## src/rtl/vga_capture_8_pkg.sv

```systemverilog
// Shared constants, capture FSM encoding and RGB332 packing for vga_capture_8.
package vga_capture_8_pkg;

    localparam int unsigned TILE_SHIFT = 4;
    localparam int unsigned ADDR_W     = 12;
    localparam int unsigned COORD_W    = 11;
    localparam int unsigned SUM_W      = 12;

    localparam logic [COORD_W-1:0] COORD_SAT = '1;

    typedef enum logic [0:0] {
        StWaitVs,
        StCapture
    } cap_state_e;

    function automatic logic [7:0] pack_rgb332(input logic [7:0] r,
                                               input logic [7:0] g,
                                               input logic [7:0] b);
        return {r[7:5], g[7:5], b[7:6]};
    endfunction

endpackage

```

## src/rtl/vga_capture_8_timing_meter.sv

```systemverilog
// vga_timing_meter: input register, sync polarity/edge detection, pixel coordinates,
// active geometry measurement and lock tracking for vga_capture_8.
module vga_timing_meter
    import vga_capture_8_pkg::*;
#(
    parameter bit C_HS_ACTIVE_LOW = 1'b1,
    parameter bit C_VS_ACTIVE_LOW = 1'b1
) (
    input  logic               clk,
    input  logic               reset,
    input  logic               hs,
    input  logic               vs,
    input  logic               de,
    input  logic [7:0]         r,
    input  logic [7:0]         g,
    input  logic [7:0]         b,
    output logic [7:0]         pix_r,
    output logic [7:0]         pix_g,
    output logic [7:0]         pix_b,
    output logic               pix_valid,
    output logic [COORD_W-1:0] x,
    output logic [COORD_W-1:0] y,
    output logic               frame_done,
    output logic [15:0]        meas_width,
    output logic [15:0]        meas_height,
    output logic               locked
);

    logic               hs_q, vs_q, de_q, vs_prev_q, de_prev_q;
    logic [7:0]         r_q, g_q, b_q;
    cap_state_e         state_q, state_d;
    logic [COORD_W-1:0] cnt_q, cnt_d;
    logic [COORD_W-1:0] y_q, y_d, y_line, x_pix;
    logic [COORD_W-1:0] width_q, width_d, height_q, height_d;
    logic [COORD_W-1:0] prev_w_q, prev_w_d, prev_h_q, prev_h_d;
    logic               locked_q, locked_d, frame_done_q, frame_done_d;
    logic               vs_start, de_rise, de_fall, de_overrun, frame_match;
    logic               unused_hs;

    // hs carries no line structure here; lines are delimited by de alone.
    assign unused_hs = hs_q;

    always_ff @(posedge clk) begin
        if (!reset) begin
            hs_q      <= 1'b0;
            vs_q      <= 1'b0;
            de_q      <= 1'b0;
            vs_prev_q <= 1'b0;
            de_prev_q <= 1'b0;
            r_q       <= '0;
            g_q       <= '0;
            b_q       <= '0;
        end else begin
            hs_q      <= hs ^ C_HS_ACTIVE_LOW;
            vs_q      <= vs ^ C_VS_ACTIVE_LOW;
            de_q      <= de;
            vs_prev_q <= vs_q;
            de_prev_q <= de_q;
            r_q       <= r;
            g_q       <= g;
            b_q       <= b;
        end
    end

    assign vs_start   = vs_q & ~vs_prev_q;
    assign de_rise    = de_q & ~de_prev_q;
    assign de_fall    = ~de_q & de_prev_q;
    assign x_pix      = de_rise ? '0 : cnt_q;
    assign de_overrun = de_q && (x_pix == COORD_SAT);
    assign y_line     = (de_fall && (y_q != COORD_SAT)) ? y_q + COORD_W'(1) : y_q;
    assign width_d    = de_fall ? cnt_q : width_q;

    // cnt holds the number of de-high cycles seen so far on the current line.
    always_comb begin
        cnt_d = cnt_q;
        if (de_q) begin
            cnt_d = (x_pix == COORD_SAT) ? x_pix : x_pix + COORD_W'(1);
        end
    end

    assign frame_match = (y_line == prev_h_q) && (width_d == prev_w_q) &&
                         (y_line != '0) && (width_d != '0);

    always_comb begin
        state_d      = state_q;
        y_d          = y_line;
        height_d     = height_q;
        prev_w_d     = prev_w_q;
        prev_h_d     = prev_h_q;
        locked_d     = locked_q;
        frame_done_d = 1'b0;
        case (state_q)
            StWaitVs: begin
                if (vs_start) begin
                    state_d      = StCapture;
                    frame_done_d = 1'b1;
                    y_d          = '0;
                end
            end
            StCapture: begin
                // A line ending on the same cycle is already folded into y_line.
                if (vs_start) begin
                    frame_done_d = 1'b1;
                    y_d          = '0;
                    height_d     = y_line;
                    prev_h_d     = y_line;
                    prev_w_d     = width_d;
                    locked_d     = frame_match;
                end
            end
            default: state_d = StWaitVs;
        endcase
        if (de_overrun) begin
            locked_d = 1'b0;
        end
    end

    always_ff @(posedge clk) begin
        if (!reset) begin
            state_q      <= StWaitVs;
            cnt_q        <= '0;
            y_q          <= '0;
            width_q      <= '0;
            height_q     <= '0;
            prev_w_q     <= '0;
            prev_h_q     <= '0;
            locked_q     <= 1'b0;
            frame_done_q <= 1'b0;
        end else begin
            state_q      <= state_d;
            cnt_q        <= cnt_d;
            y_q          <= y_d;
            width_q      <= width_d;
            height_q     <= height_d;
            prev_w_q     <= prev_w_d;
            prev_h_q     <= prev_h_d;
            locked_q     <= locked_d;
            frame_done_q <= frame_done_d;
        end
    end

    assign pix_r       = r_q;
    assign pix_g       = g_q;
    assign pix_b       = b_q;
    assign pix_valid   = de_q && (state_q == StCapture);
    assign x           = x_pix;
    assign y           = y_q;
    assign frame_done  = frame_done_q;
    assign meas_width  = {{(16 - COORD_W){1'b0}}, width_q};
    assign meas_height = {{(16 - COORD_W){1'b0}}, height_q};
    assign locked      = locked_q;

endmodule

```

## src/rtl/vga_capture_8.sv

```systemverilog
// vga_capture_8: decimates a parallel video stream 16x16 into RGB332 tile-buffer writes.
// Define VGA_CAPTURE_AVG_EN to write the mean of 16 horizontal pixels instead of a point sample.
module vga_capture_8
    import vga_capture_8_pkg::*;
#(
    parameter bit          C_HS_ACTIVE_LOW = 1'b1,
    parameter bit          C_VS_ACTIVE_LOW = 1'b1,
    parameter int unsigned C_MAX_COORD     = 1023,
    parameter int unsigned C_ADDR_LENGTH   = 4096
) (
    input  logic        clk,
    input  logic        reset,
    input  logic        in_vga_hs,
    input  logic        in_vga_vs,
    input  logic        in_vga_de,
    input  logic [7:0]  in_vga_r,
    input  logic [7:0]  in_vga_g,
    input  logic [7:0]  in_vga_b,
    output logic [31:0] data_length,
    output logic [31:0] data_address,
    output logic [7:0]  data_dout,
    output logic        data_we,
    output logic        frame_done,
    output logic [15:0] meas_width,
    output logic [15:0] meas_height,
    output logic        locked
);

    localparam logic [COORD_W-1:0] MAX_COORD = COORD_W'(C_MAX_COORD);

    logic [7:0]         pix_r, pix_g, pix_b;
    logic               pix_valid;
    logic [COORD_W-1:0] x, y;
    logic               in_tile_row, sample;
    logic [7:0]         px_colour;
    logic               we_q;
    logic [ADDR_W-1:0]  addr_q;
    logic [7:0]         dout_q;

    vga_timing_meter #(
        .C_HS_ACTIVE_LOW (C_HS_ACTIVE_LOW),
        .C_VS_ACTIVE_LOW (C_VS_ACTIVE_LOW)
    ) u_meter (
        .clk         (clk),
        .reset       (reset),
        .hs          (in_vga_hs),
        .vs          (in_vga_vs),
        .de          (in_vga_de),
        .r           (in_vga_r),
        .g           (in_vga_g),
        .b           (in_vga_b),
        .pix_r       (pix_r),
        .pix_g       (pix_g),
        .pix_b       (pix_b),
        .pix_valid   (pix_valid),
        .x           (x),
        .y           (y),
        .frame_done  (frame_done),
        .meas_width  (meas_width),
        .meas_height (meas_height),
        .locked      (locked)
    );

    assign in_tile_row = pix_valid && (x <= MAX_COORD) && (y <= MAX_COORD) &&
                         (y[TILE_SHIFT-1:0] == '0);

`ifdef VGA_CAPTURE_AVG_EN
    logic [SUM_W-1:0] sum_r_q, sum_g_q, sum_b_q;
    logic [SUM_W-1:0] sum_r, sum_g, sum_b;
    logic             first_px;

    assign first_px = (x[TILE_SHIFT-1:0] == '0);

    // Running sums include the current pixel so the 16th pixel writes without an extra stage.
    assign sum_r = (first_px ? '0 : sum_r_q) + SUM_W'(pix_r);
    assign sum_g = (first_px ? '0 : sum_g_q) + SUM_W'(pix_g);
    assign sum_b = (first_px ? '0 : sum_b_q) + SUM_W'(pix_b);

    always_ff @(posedge clk) begin
        if (!reset) begin
            sum_r_q <= '0;
            sum_g_q <= '0;
            sum_b_q <= '0;
        end else if (pix_valid) begin
            sum_r_q <= sum_r;
            sum_g_q <= sum_g;
            sum_b_q <= sum_b;
        end
    end

    assign sample    = in_tile_row && (x[TILE_SHIFT-1:0] == '1);
    assign px_colour = pack_rgb332(sum_r[SUM_W-1:TILE_SHIFT], sum_g[SUM_W-1:TILE_SHIFT],
                                   sum_b[SUM_W-1:TILE_SHIFT]);
`else
    assign sample    = in_tile_row && (x[TILE_SHIFT-1:0] == '0);
    assign px_colour = pack_rgb332(pix_r, pix_g, pix_b);
`endif

    always_ff @(posedge clk) begin
        if (!reset) begin
            we_q   <= 1'b0;
            addr_q <= '0;
            dout_q <= '0;
        end else begin
            we_q <= sample;
            if (sample) begin
                addr_q <= {y[9:4], x[9:4]};
                dout_q <= px_colour;
            end
        end
    end

    assign data_length  = 32'(C_ADDR_LENGTH);
    assign data_address = {{(32 - ADDR_W){1'b0}}, addr_q};
    assign data_dout    = dout_q;
    assign data_we      = we_q;

endmodule

```

## config.mk

```make
export PLATFORM = sky130hd
export DESIGN_NAME = vga_capture_8
export DESIGN_NICKNAME = d
export VERILOG_FILES = /design/src/rtl/vga_capture_8_pkg.sv /design/src/rtl/vga_capture_8_timing_meter.sv /design/src/rtl/vga_capture_8.sv
export SDC_FILE = /design/constraint.sdc
export NUM_CORES = 1
export LEC_CHECK = 0
export CAP_MARGIN = 5
export CORE_MARGIN = 5
export CORE_UTILIZATION = 40
export CTS_CLUSTER_SIZE = 8
export DETAILED_ROUTE_END_ITERATION = 8
export PLACE_DENSITY = 0.74
export SYNTH_ARGS = -nofsm -noshare
export SYNTH_HDL_FRONTEND = slang
export SYNTH_SLANG_ARGS = --single-unit
```

## constraint.sdc

```tcl
create_clock -name clk -period 2.2 [get_ports clk]
set_input_delay 0.22 -clock clk [delete_from_list [all_inputs] [get_ports clk]]
set_output_delay 0.22 -clock clk [all_outputs]
set_load 0.02 [all_outputs]
```

### Word level (Yosys, flattened, before mapping)

Cells that the tools add are included.

| word-level totals | value |
|---|---|
| word-level logic and storage cells | 57 |
| output and inout port bits | 107 |
| input bits | 29 |
| flip-flop bits (word level) | 107 |

| operators by class | value |
|---|---|
| bitwise logic cells | 8 |
| multiplexer cells | 6 |
| order comparisons | 2 |
| add/sub/neg operators | 2 |
| reductions and logical operators | 17 |
| eq/ne operators | 4 |

Operators by type and width:

| operator | count |
|---|---|
| 11-bit 2-to-1 mux | 4 |
| 11-bit by 1-bit adder with 11-bit output (second input constant) | 2 |
| 11-bit == test | 2 |
| 11-bit by 10-bit less-or-equal comparator with 1-bit output (second input constant) | 2 |
| 11-bit nonzero test | 2 |
| 11-bit == test (second input constant) | 1 |
| 11-bit != test (second input constant) | 1 |
| 1-bit logical AND | 10 |
| 4-bit logical NOT | 2 |
| 1-bit inverter | 5 |
| 2-bit OR reduction | 2 |
| 1-bit bitwise AND | 3 |
| 1-bit 2-to-1 mux | 2 |
| 2-bit AND reduction | 1 |

### Longest topological paths before layout

| logic depth | value |
|---|---|
| word-level depth | 8 |
| mapped depth | 12 |
| depth with buffers taken out | 10 |

### Modules after synthesis

From an unflattened synthesis, not the netlist that was laid out.

| unflattened totals | value |
|---|---|
| cell total of the unflattened synthesis | 618 |
| area, all modules | 5381.4 um2 |

Modules (own cells, without submodules):

| module | sequential area each (um2) | area an instance (um2) | cells each | instances |
|---|---|---|---|---|
| vga_timing_meter | 1721.7 | 4110.2 | 470 | 1 |
| vga_capture_8 | 420.4 | 1271.2 | 148 | 1 |

### Least setup slack after synthesis

No wires, ideal clock.

| timing path | value |
|---|---|
| kind | flip-flop to flip-flop |
| start | reg u_meter.de_prev_q |
| end | reg u_meter.locked_q (netlist: u_meter.locked) |
| arrival time | 2.252 ns |
| library setup time | 0.134 ns |
| clock period less this slack | 2.386 ns |
| stages on the path, launching flop included | 12 |
| buffers on the path | 1 |
| data required time | 2.066 ns |
| slack | -0.186 ns |
| cells stage by stage | dfxtp_1 nand2b_1 clkbuf_1 nand2_1 inv_1 ha_1 nand3_1 o41ai_1 a2111oi_0 and4_1 nand4_1 o22ai_2 |

| on the way | value |
|---|---|
| cells in the longest elaborated chain, start to end | 7 |
| elaborated cells between the ends (all ways) | 17 |
| those cells by class | 3 x eq/ne; 3 x mux; 3 x bitwise; 8 x reduce/logical |

RTL lines:

| what | line | text |
|---|---|---|
| from (decl) | vga_capture_8_timing_meter.sv:29 | `logic hs_q, vs_q, de_q, vs_prev_q, de_prev_q;` |
| from (signal assigned) | vga_capture_8_timing_meter.sv:58 | `de_prev_q <= de_q;` |
| 1-bit bitwise AND | vga_capture_8_timing_meter.sv:67 | `assign de_fall = ~de_q & de_prev_q;` |
| 1-bit logical AND | vga_capture_8_timing_meter.sv:70 | `assign y_line = (de_fall && (y_q != COORD_SAT)) ? y_q + COORD_W'(1) : y_q;` |
| 11-bit 2-to-1 mux | vga_capture_8_timing_meter.sv:70 |  |
| 11-bit == test | vga_capture_8_timing_meter.sv:81 | `assign frame_match = (y_line == prev_h_q) && (width_d == prev_w_q) &&` |
| 1-bit logical AND (2 in a row) | vga_capture_8_timing_meter.sv:81 |  |
| 1-bit logical AND | vga_capture_8_timing_meter.sv:82 | `(y_line != '0) && (width_d != '0);` |
| to (signal assigned) | vga_capture_8_timing_meter.sv:137 | `locked_q <= locked_d;` |
| to (decl) | vga_capture_8_timing_meter.sv:36 | `logic locked_q, locked_d, frame_done_q, frame_done_d;` |

Several ways; a longest one is shown, not always the timed one.
A chain may end at the register's enable or synchronous reset.

### Worst setup path in the final report

| timing path | value |
|---|---|
| start | reg u_meter.y_q[9] (netlist: u_meter.y[9]) |
| end | reg u_meter.locked_q (netlist: u_meter.locked) |

| on the way | value |
|---|---|
| cells in the longest elaborated chain, start to end | 7 |
| elaborated cells between the ends (all ways) | 9 |
| those cells by class | 1 x add/sub; 2 x eq/ne; 1 x mux; 5 x reduce/logical |

RTL lines:

| what | line | text |
|---|---|---|
| from (decl) | vga_capture_8_timing_meter.sv:33 | `logic [COORD_W-1:0] y_q, y_d, y_line, x_pix;` |
| from (signal assigned) | vga_capture_8_timing_meter.sv:132 | `y_q <= y_d;` |
| branches (longest 2 deep; another with 11-bit by 1-bit adder with 11-bit output) | - |  |
| 11-bit 2-to-1 mux (*) | vga_capture_8_timing_meter.sv:70 |  |
| 11-bit == test | vga_capture_8_timing_meter.sv:81 |  |
| 1-bit logical AND | vga_capture_8_timing_meter.sv:81 |  |
| 1-bit logical AND (*) | vga_capture_8_timing_meter.sv:81 |  |
| 1-bit logical AND (*) | vga_capture_8_timing_meter.sv:82 |  |

Mark *: on every way between the ends.

==> impl_metrics.ini <==
[die]
coreArea_sq_um = 11900
die_x_um = 119
start_util = 0.403
dieHeight_um = 119
io_pins = 136
die_area_sq_um = 14200
num_rows = 40

[critical_path]
slowest_delay_ps = 520
crit_path_max_fanout = 4
rrSetupSlack_ps = 60
path_class = reg -> reg
crit_chain = nand4_2 > buf_4 > o31ai_4 > mux2i_1 > nand2_1 > o21ai_1 > or4_4 > o22ai_2
crit_path_top_delay_cell = or4_4
critPathRequiredTime_ps = 2470
start_kind = flip-flop
worst-endpoint-arrival_ps = 2420
critPathCaptureType = flip-flop

[routing]
vias = 4034
drt_iter0_drc = 213
routed_wl_um = 11900
vias_per_cell = 5.06
drtPass1Iterations = 6
drtAntennaViolNets = 0
drc = 0
wl_per_cell_um = 14.9

[power_and_ir_drop]
p_leak_nw = 2.55
total_power_mw = 3.53
pwr-share-seq = 0.480
ir_drop_uv = 344
p_switching_uw = 861
comb_power_share = 0.091
power_frac_clock = 0.428
p_int_mw = 2.67
power_density_nw_per_um2 = 596
swShare = 0.244

[place]
portBuffers = 56
dpl.hpwl_um = 8760
place.gp.congestion = 0.872
placed_area_sq_um = 5530

[cells_and_area]
multi_input_area_sq_um = 2610
syn2layout_area_growth_pct = 24.0
fill_cells = 1128
final_common_cell = dfxtp_1
final_cell_mix = dfxtp_1 (88), nand2_1 (79), conb_1 (62)
nets = 679
drive_gt1_frac = 0.151
n_antenna_cell = 0
seq_area_sq_um = 1830
fin_area_sq_um = 5930

[run]
drv_cap = 0

[sta]
finalSetupViolCount = 0
tightest_slew_ps = 503
relSlewSlack = 0.661
period_needed_ps = 2140
fin_crit_sh = 0.975
holdWs_ps = 332
hold_viol = 0
slew_violations = 0
clock_skew_ps = 8.39
fmax_ghz = 0.466

[grt]
antenna_found_initial = 0
grt_max_degree = 50
grt_pass1_vias = 3957
overflow = 0
gr-usage-all-layers = 0.164
grt_pass1_wl_um = 19300

[synth]
synth_edf_count = 0
synth-seq-cells = 91
async_flop_share = 0
syn-instance-count = 559
synth_warnings = 0
syn_area_sq_um = 4780
syn_avg_cell_area_sq_um = 8.55
seq_area_frac_synth = 0.381
ys.flop_type = dfxtp_1
netlist-cell-type-count = 67

[clock_network]
cts_root_buf = clkbuf_16
cts_inserted_buffers = 9
clk_latency_ps = 340
hold_buffers = 0
cts_tree = built
clk_path_buf_depth = 2
clk_pin_slew_worst_paths_ps = 70
cts_sinks = 91
h-tree-depth = 3

[run_status]
status = finished clean

[min_path]
hp-class = in -> reg
-- flip-flops by register name (all words and copies together) (netlist names), 8 cells and up --
| name | flops |
|---|---|
| u_meter.prev_w_q | 11 |
| u_meter.cnt_q | 11 |
| u_meter.width_q | 11 |
| u_meter.y | 11 |
| addr_q | 12 |
| u_meter.height_q | 11 |
| data_dout | 8 |
-- critical path: cells and delay by family (launching register included) --
family / cells / cell delay (ps)
AOI/OAI and AO/OA: 3 / 570
buffers and inverters: 1 / 210
DFF: 1 / 350
muxes: 1 / 170
and+or+nand+nor: 3 / 780
-- what timing repair did --
| action | 4_1_cts | 5_1_grt |
|---|---|---|
| pin swaps | 0 | 6 |
| setup buffers | 0 | 3 |
| endpoints found under the setup margin | 1 | 2 |
| resized for setup | 2 | 18 |
-- routing by layer --
layer  routed length [um]  vias up  GRT usage
li1                     -     1963          -
met1                 5080     1887      0.201
met2                 5800      161      0.276
met3                  747       23     0.0385
met4                  261        0     0.0716
met5                    0        -          0
-- cell usage after synthesis, types with 3 or more instances --
cell / n / area [sq um]
dfxtp_1: 91 / 1820
nand2_1: 79 / 297
buf_4: 63 / 473
nor2_1: 29 / 109
and2_1: 25 / 156
a21boi_0: 21 / 158
clkbuf_1: 20 / 75.1
nor2b_1: 18 / 113
o21ai_0: 17 / 85.1
xor2_1: 17 / 149
inv_1: 15 / 56.3
o211a_1: 15 / 150
xnor2_1: 13 / 114
mux2i_1: 12 / 120
nand3_1: 12 / 60.1
a21oi_1: 10 / 50.1
nand4_1: 10 / 62.6
nor4_1: 7 / 43.8
buf_2: 6 / 30.0
nor3_1: 6 / 30.0
a2111oi_0: 5 / 43.8
ha_1: 4 / 50.1
a211oi_1: 3 / 22.5
a31oi_1: 3 / 18.8
and3_1: 3 / 18.8
and4_1: 3 / 26.3
nand2b_1: 3 / 18.8
-- cell families (layout without fill, tap and decap cells) --
logic type / Yosys count / count (layout) / synth area share
AND/OR/NAND/NOR: 213 / 213 / 0.231
buffers and inverters: 108 / 140 / 0.139
AO/OA/AOI/OAI: 98 / 98 / 0.155
flip-flops: 91 / 91 / 0.381
XOR/XNOR: 30 / 30 / 0.0550
multiplexers: 13 / 13 / 0.0275
adder cells (fa/ha/maj): 4 / 4 / 0.0105
other: 2 / 62 / 0.00157
-- power by group through the flow --
stage | combinational, mW | sequential, mW | clock [mW]
finish | 0.323 | 1.70 | 1.51
global route | 0.351 | 1.70 | 1.63
CTS | 0.309 | 1.70 | 1.56
detailed placement | 0.308 | 1.73 | 0
global placement | 0.304 | 1.73 | 0
floorplan | 0.310 | 1.73 | 0
-- through the flow --
step	TNS (ps)	utilization	worst slack, ps	std cells
after floorplan	0	-	41.3	619
after global placement	0	0.466	27.2	779
after detailed placement	-4.30	0.466	-4.30	779
after CTS	0	0.491	6.52	795
after global routing	-31.9	0.500	-31.9	798
final	0	0.500	56.1	798
-- cell type report --
type                    instances  area share
clock buffers                  10      0.0386
clock inverters                 6      0.0110
inverters                      15      0.0101
multi-input cells             420       0.440
flip-flops and latches         91       0.308
well taps                     147      0.0310
repair buffers                109       0.161
-- final timing paths --
check / from / end / depth (start not counted)
worst max-delay path: u_meter.y[9] / u_meter.locked / 8
worst min-delay path: reset / u_meter.locked / 4
worst max register to register: u_meter.y[9] / u_meter.locked / 8
worst min register to register: u_meter.pix_r[7] / data_dout[7] / 2
(Power assumes the default switching activity.)
==> RTL edit 1: new RTL, same settings <==
Set the package constant `TILE_SHIFT` to 6 (it was 4).
--- a/src/rtl/vga_capture_8_pkg.sv
+++ b/src/rtl/vga_capture_8_pkg.sv
@@ -1,7 +1,7 @@
 // Shared constants, capture FSM encoding and RGB332 packing for vga_capture_8.
 package vga_capture_8_pkg;
 
-    localparam int unsigned TILE_SHIFT = 4;
+    localparam int unsigned TILE_SHIFT = 6;
     localparam int unsigned ADDR_W     = 12;
     localparam int unsigned COORD_W    = 11;
     localparam int unsigned SUM_W      = 12;
Behaviour: no difference found for any inputs over 10 cycles, from zero or initial values and one cycle with reset low; that may be too few to reach the edited logic, so the function may still have changed.
==> RTL edit 1 against the original RTL <==
  * The run now ends with negative setup slack left
  * Area after synthesis fell by 4.8%
  * Sequential cell count did not move
  * Wire length rose by 4.0%
  * Final area rose by 3.0%
  * Worst setup slack got worse by 230 ps
  * First-iteration DRC count fell by 14%
  * Power rose by 0.75%
  * Clock power barely moved
  * Critical path type unchanged
  * Largest cell class unchanged
==> RTL edit 1: results (changes against the original RTL) <==
[metrics] run status: finished, violations left (was completed)
[metrics] violations in the final reports: negative setup slack
[metrics] post-route clock skew: 7.869 ps (was 8.387 ps)
[metrics] vias in the first global route: 3923 (was 3957)
[metrics] final setup slack of the worst path: -177.0 ps (was 56.05 ps)
[metrics] post-synthesis sequential area ratio: 40.02% (was 38.12%)
[metrics] total via count in the routed design: 4091 (was 4034)
[metrics] number of inserted filler cells in the final layout: 1032 (was 1128)
[metrics] HP Class: primary input to flip-flop (unchanged)
[metrics] proportion of layout cells with a drive suffix above 1: 22.02% (was 15.05%)
[metrics] Leak: 2.533 nW (was 2.546 nW)
[metrics] Reg2Reg Launch Point: u_meter.y[0] (was u_meter.y[9])
[metrics] Post-synth top cells: 96 x nor2_1, 91 x dfxtp_1, 62 x buf_4, 27 x nand2_1, 24 x a21oi_1 (was 91 x dfxtp_1, 79 x nand2_1, 63 x buf_4, 29 x nor2_1, 25 x and2_1)
[metrics] synth top area cells: dfxtp_1 40%, buf_4 10%, nor2_1 7.9% (was dfxtp_1 38%, buf_4 9.9%, nand2_1 6.2%)
[metrics] pin count of the biggest net entering global routing: 52 (was 50)
[metrics] final weighted congestion of routability-driven global placement: 0.9042 (was 0.8724)
[metrics] Placed Area: 5569 µm² (was 5532 µm²)
[metrics] slew margin rel.: 65.40% (was 66.10%)
[metrics] switching fraction of total power: 27.31% (was 24.37%)
[metrics] total routed wirelength: 12.37 mm (was 11.89 mm)
[metrics] critical path peak fanout: 5 (was 4)
[metrics] Unique masters post-synth: 59 (was 67)
[metrics] first drt pass iteration count: 4 (was 6)
[metrics] global-route wire length before repair: 19.46 mm (was 19.27 mm)
[metrics] final count of negative-setup-slack endpoints: 1 (was 0)
RTL edit 1: path summary, 6_finish.rpt:
path                       endpoint  slack [ps]  cells after the start
hold / removal         u_meter.vs_q         380                      2
setup / recovery     u_meter.locked        -180                      8
setup reg to reg     u_meter.locked        -180                      8
hold reg to reg   u_meter.vs_prev_q         450                      1
RTL edit 1: area by class of cell:
| cell class | count | area [µm²] | share of cell area (%) |
|---|---|---|---|
| clock inverter | 6 | 56.30 | 0.9225 |
| sequential | 91 | 1844 | 30.22 |
| tap | 143 | 178.9 | 2.932 |
| multi-input combinational | 401 | 2504 | 41.02 |
| timing repair buffer | 139 | 1231 | 20.17 |
| clock buffer | 9 | 225.2 | 3.690 |
| inverter | 17 | 63.81 | 1.046 |
RTL edit 1: per-layer routing:
metal,wire [µm],global-route usage [%],vias to the layer above
met2,5950,30.36,160
met3,852,3.834,24
met1,5309,22.70,1938
li1,-,-,1969
met5,0,0,-
met4,255,8.028,0
RTL edit 1: power by group through the flow:
stage                     combinational, mW  sequential (mW)  clock, mW
after floorplan                       0.308             1.73          0
after global placement                0.325             1.73          0
after detailed placement              0.329             1.73          0
after CTS                             0.338             1.69       1.52
after global routing                  0.389             1.70       1.59
final                                 0.358             1.69       1.51
RTL edit 1: worst max-delay path, cell delays in order (launching register included):
cell	delay (ps)
dfxtp_4	380
ha_4	160
nand4_4	110
o31a_4	400
nand3b_2	80
o211ai_1	110
or4_1	460
or4_1	410
o21ai_1	180
RTL edit 1: repair_timing:
action                                  4_1_cts  5_1_grt
cloned                                        2        0
endpoints found under the setup margin       21       21
pin swaps                                    11        4
endpoints found under the hold margin         0        0
gates resized for setup                      25       22
buffers inserted                              3        2
hold buffers                                  0        0
RTL edit 1: stage by stage:
step / setup slack, ps / utilization (%) / setup TNS, ps / cells
floorplan: -38.97 / - / -38.97 / 599
global placement: -205.9 / 49.41 / -1160 / 784
detailed placement: -206.0 / 49.41 / -1971 / 784
CTS: -111.7 / 53.01 / -111.7 / 804
global route: -290.6 / 54.15 / -378.6 / 806
finish: -177.0 / 54.15 / -177.0 / 806
RTL edit 1: logic make-up (layout without fill, tap and decap cells):
family	Yosys count	after routing	synth area share (%)
AO/OA/AOI/OAI	86	86	13.00
other	2	62	0.1650
multiplexers	23	23	5.085
flip-flops	91	91	40.02
AND/OR/NAND/NOR	205	205	22.27
adder cells (fa/ha/maj)	4	4	1.100
XOR/XNOR	21	21	4.041
buffers and inverters	107	171	14.32
==> RTL edit 2: new RTL, same settings <==
Made on the original files. Register the input `in_vga_g` before use. The logic sees it one clock later. The other inputs are not delayed to match.
--- a/src/rtl/vga_capture_8.sv
+++ b/src/rtl/vga_capture_8.sv
@@ -28,6 +28,12 @@
 
     localparam logic [COORD_W-1:0] MAX_COORD = COORD_W'(C_MAX_COORD);
 
+    logic [7:0] in_vga_g_q;
+
+    always_ff @(posedge clk) begin
+        in_vga_g_q <= in_vga_g;
+    end
+
     logic [7:0]         pix_r, pix_g, pix_b;
     logic               pix_valid;
     logic [COORD_W-1:0] x, y;
@@ -47,7 +53,7 @@
         .vs          (in_vga_vs),
         .de          (in_vga_de),
         .r           (in_vga_r),
-        .g           (in_vga_g),
+        .g           (in_vga_g_q),
         .b           (in_vga_b),
         .pix_r       (pix_r),
         .pix_g       (pix_g),
Formal check against the unedited RTL: not equivalent (a bounded check fails within 4 cycles, from zero or initial values and one cycle with reset low).
==> RTL edit 2 against the original RTL <==
  * The run now ends with negative setup slack left
  * Wire length up 8.3%
  * Power up 3.2%
  * Worst setup slack worse by 190 ps
  * Area after synthesis up 1.9%
  * Sequential power up 3%
  * Final cell count up 6.4%
  * Final area up 7.4%
  * Sequential cell count up 3
  * Sequential share of layout area down 0.82 points
  * Clock skew down 2.2 ps
  * Global-route usage up 1.0 points
  * First-iteration DRC count up 90%
  * Critical path depth up 1
  * Critical endpoint unchanged
==> RTL edit 2: results (changes against the original RTL) <==
[metrics] placed cells: 822 (was 779)
[metrics] GR Layer Usage met2: 28.42% (was 27.62%)
[metrics] met2 WL: 5.710 mm (was 5.802 mm)
[metrics] Setup TNS: -129.6 ps (was 0 ps)
[metrics] Die Area: 14480 µm² (was 14230 µm²)
[metrics] gr usage total: 17.47% (was 16.44%)
[metrics] flip-flop and latch area: 1908 µm² (was 1826 µm²)
[metrics] first drt pass iteration count: 7 (was 6)
[metrics] DP Wirelength: 9.415 mm (was 8.759 mm)
[metrics] Synth Area in XOR/XNOR: 3.904% (was 5.497%)
[metrics] final count of negative-setup-slack endpoints: 1 (was 0)
[metrics] Power Dens Cells: 573.0 nW/µm² (was 596.1 nW/µm²)
[metrics] met3 usage in global routing: 3.414% (was 3.846%)
[metrics] proportion of layout cells with a drive suffix above 1: 20.80% (was 15.05%)
[metrics] First DRT Iteration DRCs: 404 (was 213)
[metrics] multiplexer area fraction after synthesis: 2.697% (was 2.749%)
[metrics] routed wire length on met3: 985 µm (was 747 µm)
[metrics] Placement Setup Slack: -226.7 ps (was -4.303 ps)
[metrics] worst path arrival time: 2610 ps (was 2420 ps)
[metrics] final setup slack of the worst path: -129.6 ps (was 56.05 ps)
[metrics] number of buffers added by the clock tree synthesis step: 9 (unchanged)
[metrics] clock buffer count in the final layout: 11 (was 10)
[metrics] Slowest-stage cell, CP: or4_1 (was or4_4)
[metrics] Setup Fix Bufs, Post-CTS: 6 (was 0)
[metrics] adder-cell share of the synthesized area: 1.027% (was 1.047%)
[metrics] violations in the final reports: negative setup slack
[metrics] layout inverter count without the clock tree: 18 (was 15)
[metrics] total via count in the routed design: 4353 (was 4034)
[metrics] Worst IR Drop VDD: 0.3061 mV (was 0.3443 mV)
[metrics] post-route clock skew: 6.210 ps (was 8.387 ps)
[metrics] Placed Area: 5903 µm² (was 5532 µm²)
[metrics] area of the multi-input gates: 2676 µm² (was 2608 µm²)
[metrics] total number of sequential cells: 94 (was 91)
[metrics] nets@finish: 730 (was 679)
[metrics] pin count of the biggest net entering global routing: 78 (was 50)
[metrics] Leak: 2.776 nW (was 2.546 nW)
[metrics] Post-synth top cells: 94 x dfxtp_1, 85 x nand2_1, 65 x buf_4, 24 x and2_1 (was 91 x dfxtp_1, 79 x nand2_1, 63 x buf_4, 29 x nor2_1, 25 x and2_1)
[metrics] vias in the first global route: 4037 (was 3957)
[metrics] met1 usage: 23.22% (was 20.05%)
[metrics] share of the synthesized area in compound gates (AO/OA/AOI/OAI): 14.95% (was 15.47%)
[metrics] number of inserted filler cells in the final layout: 1063 (was 1128)
[metrics] run status: finished, violations left (was completed)
[metrics] synth top area cells: dfxtp_1 39%, buf_4 10%, nand2_1 6.6% (was dfxtp_1 38%, buf_4 9.9%, nand2_1 6.2%)
[metrics] final weighted congestion of routability-driven global placement: 0.9807 (was 0.8724)
[metrics] Worst Max-Slew Pin Slew: 628.9 ps (was 503.2 ps)
[metrics] average detailed-routed wire length per instance: 15.16 µm (was 14.90 µm)
[metrics] fin cells: 849 (was 798)
[metrics] Multi-Input Combinational: 428 (was 420)
[metrics] Gates resized, CTS repair: 20 (was 2)
-- RTL edit 2: cell types whose count changed after synthesis, moves of 4 or more --
| cell | before | now |
|---|---|---|
| a2111oi_0 | 5 | 0 |
| a21oi_1 | 10 | 6 |
| and3_1 | 3 | 9 |
| nand2_1 | 79 | 85 |
| nand2b_1 | 3 | 8 |
| nand3_1 | 12 | 20 |
| nor2_1 | 29 | 22 |
| nor3_1 | 6 | 10 |
| xor2_1 | 17 | 8 |
-- RTL edit 2: where the power goes --
part           internal [mW]  total [mW]  leakage [nW]  switching, mW
Sequential              1.73        1.75         0.770         0.0255
Combinational          0.123       0.342          1.87          0.219
Clock                  0.884        1.55         0.136          0.669
-- RTL edit 2: worst paths after layout --
kind                  from                to  slack, ps  depth (start not counted)
max           u_meter.y[0]    u_meter.locked       -130                          9
min reg2reg  in_vga_g_q[6]  u_meter.pix_g[6]        440                          1
max reg2reg   u_meter.y[0]    u_meter.locked       -130                          9
min                  reset    u_meter.locked        310                          4
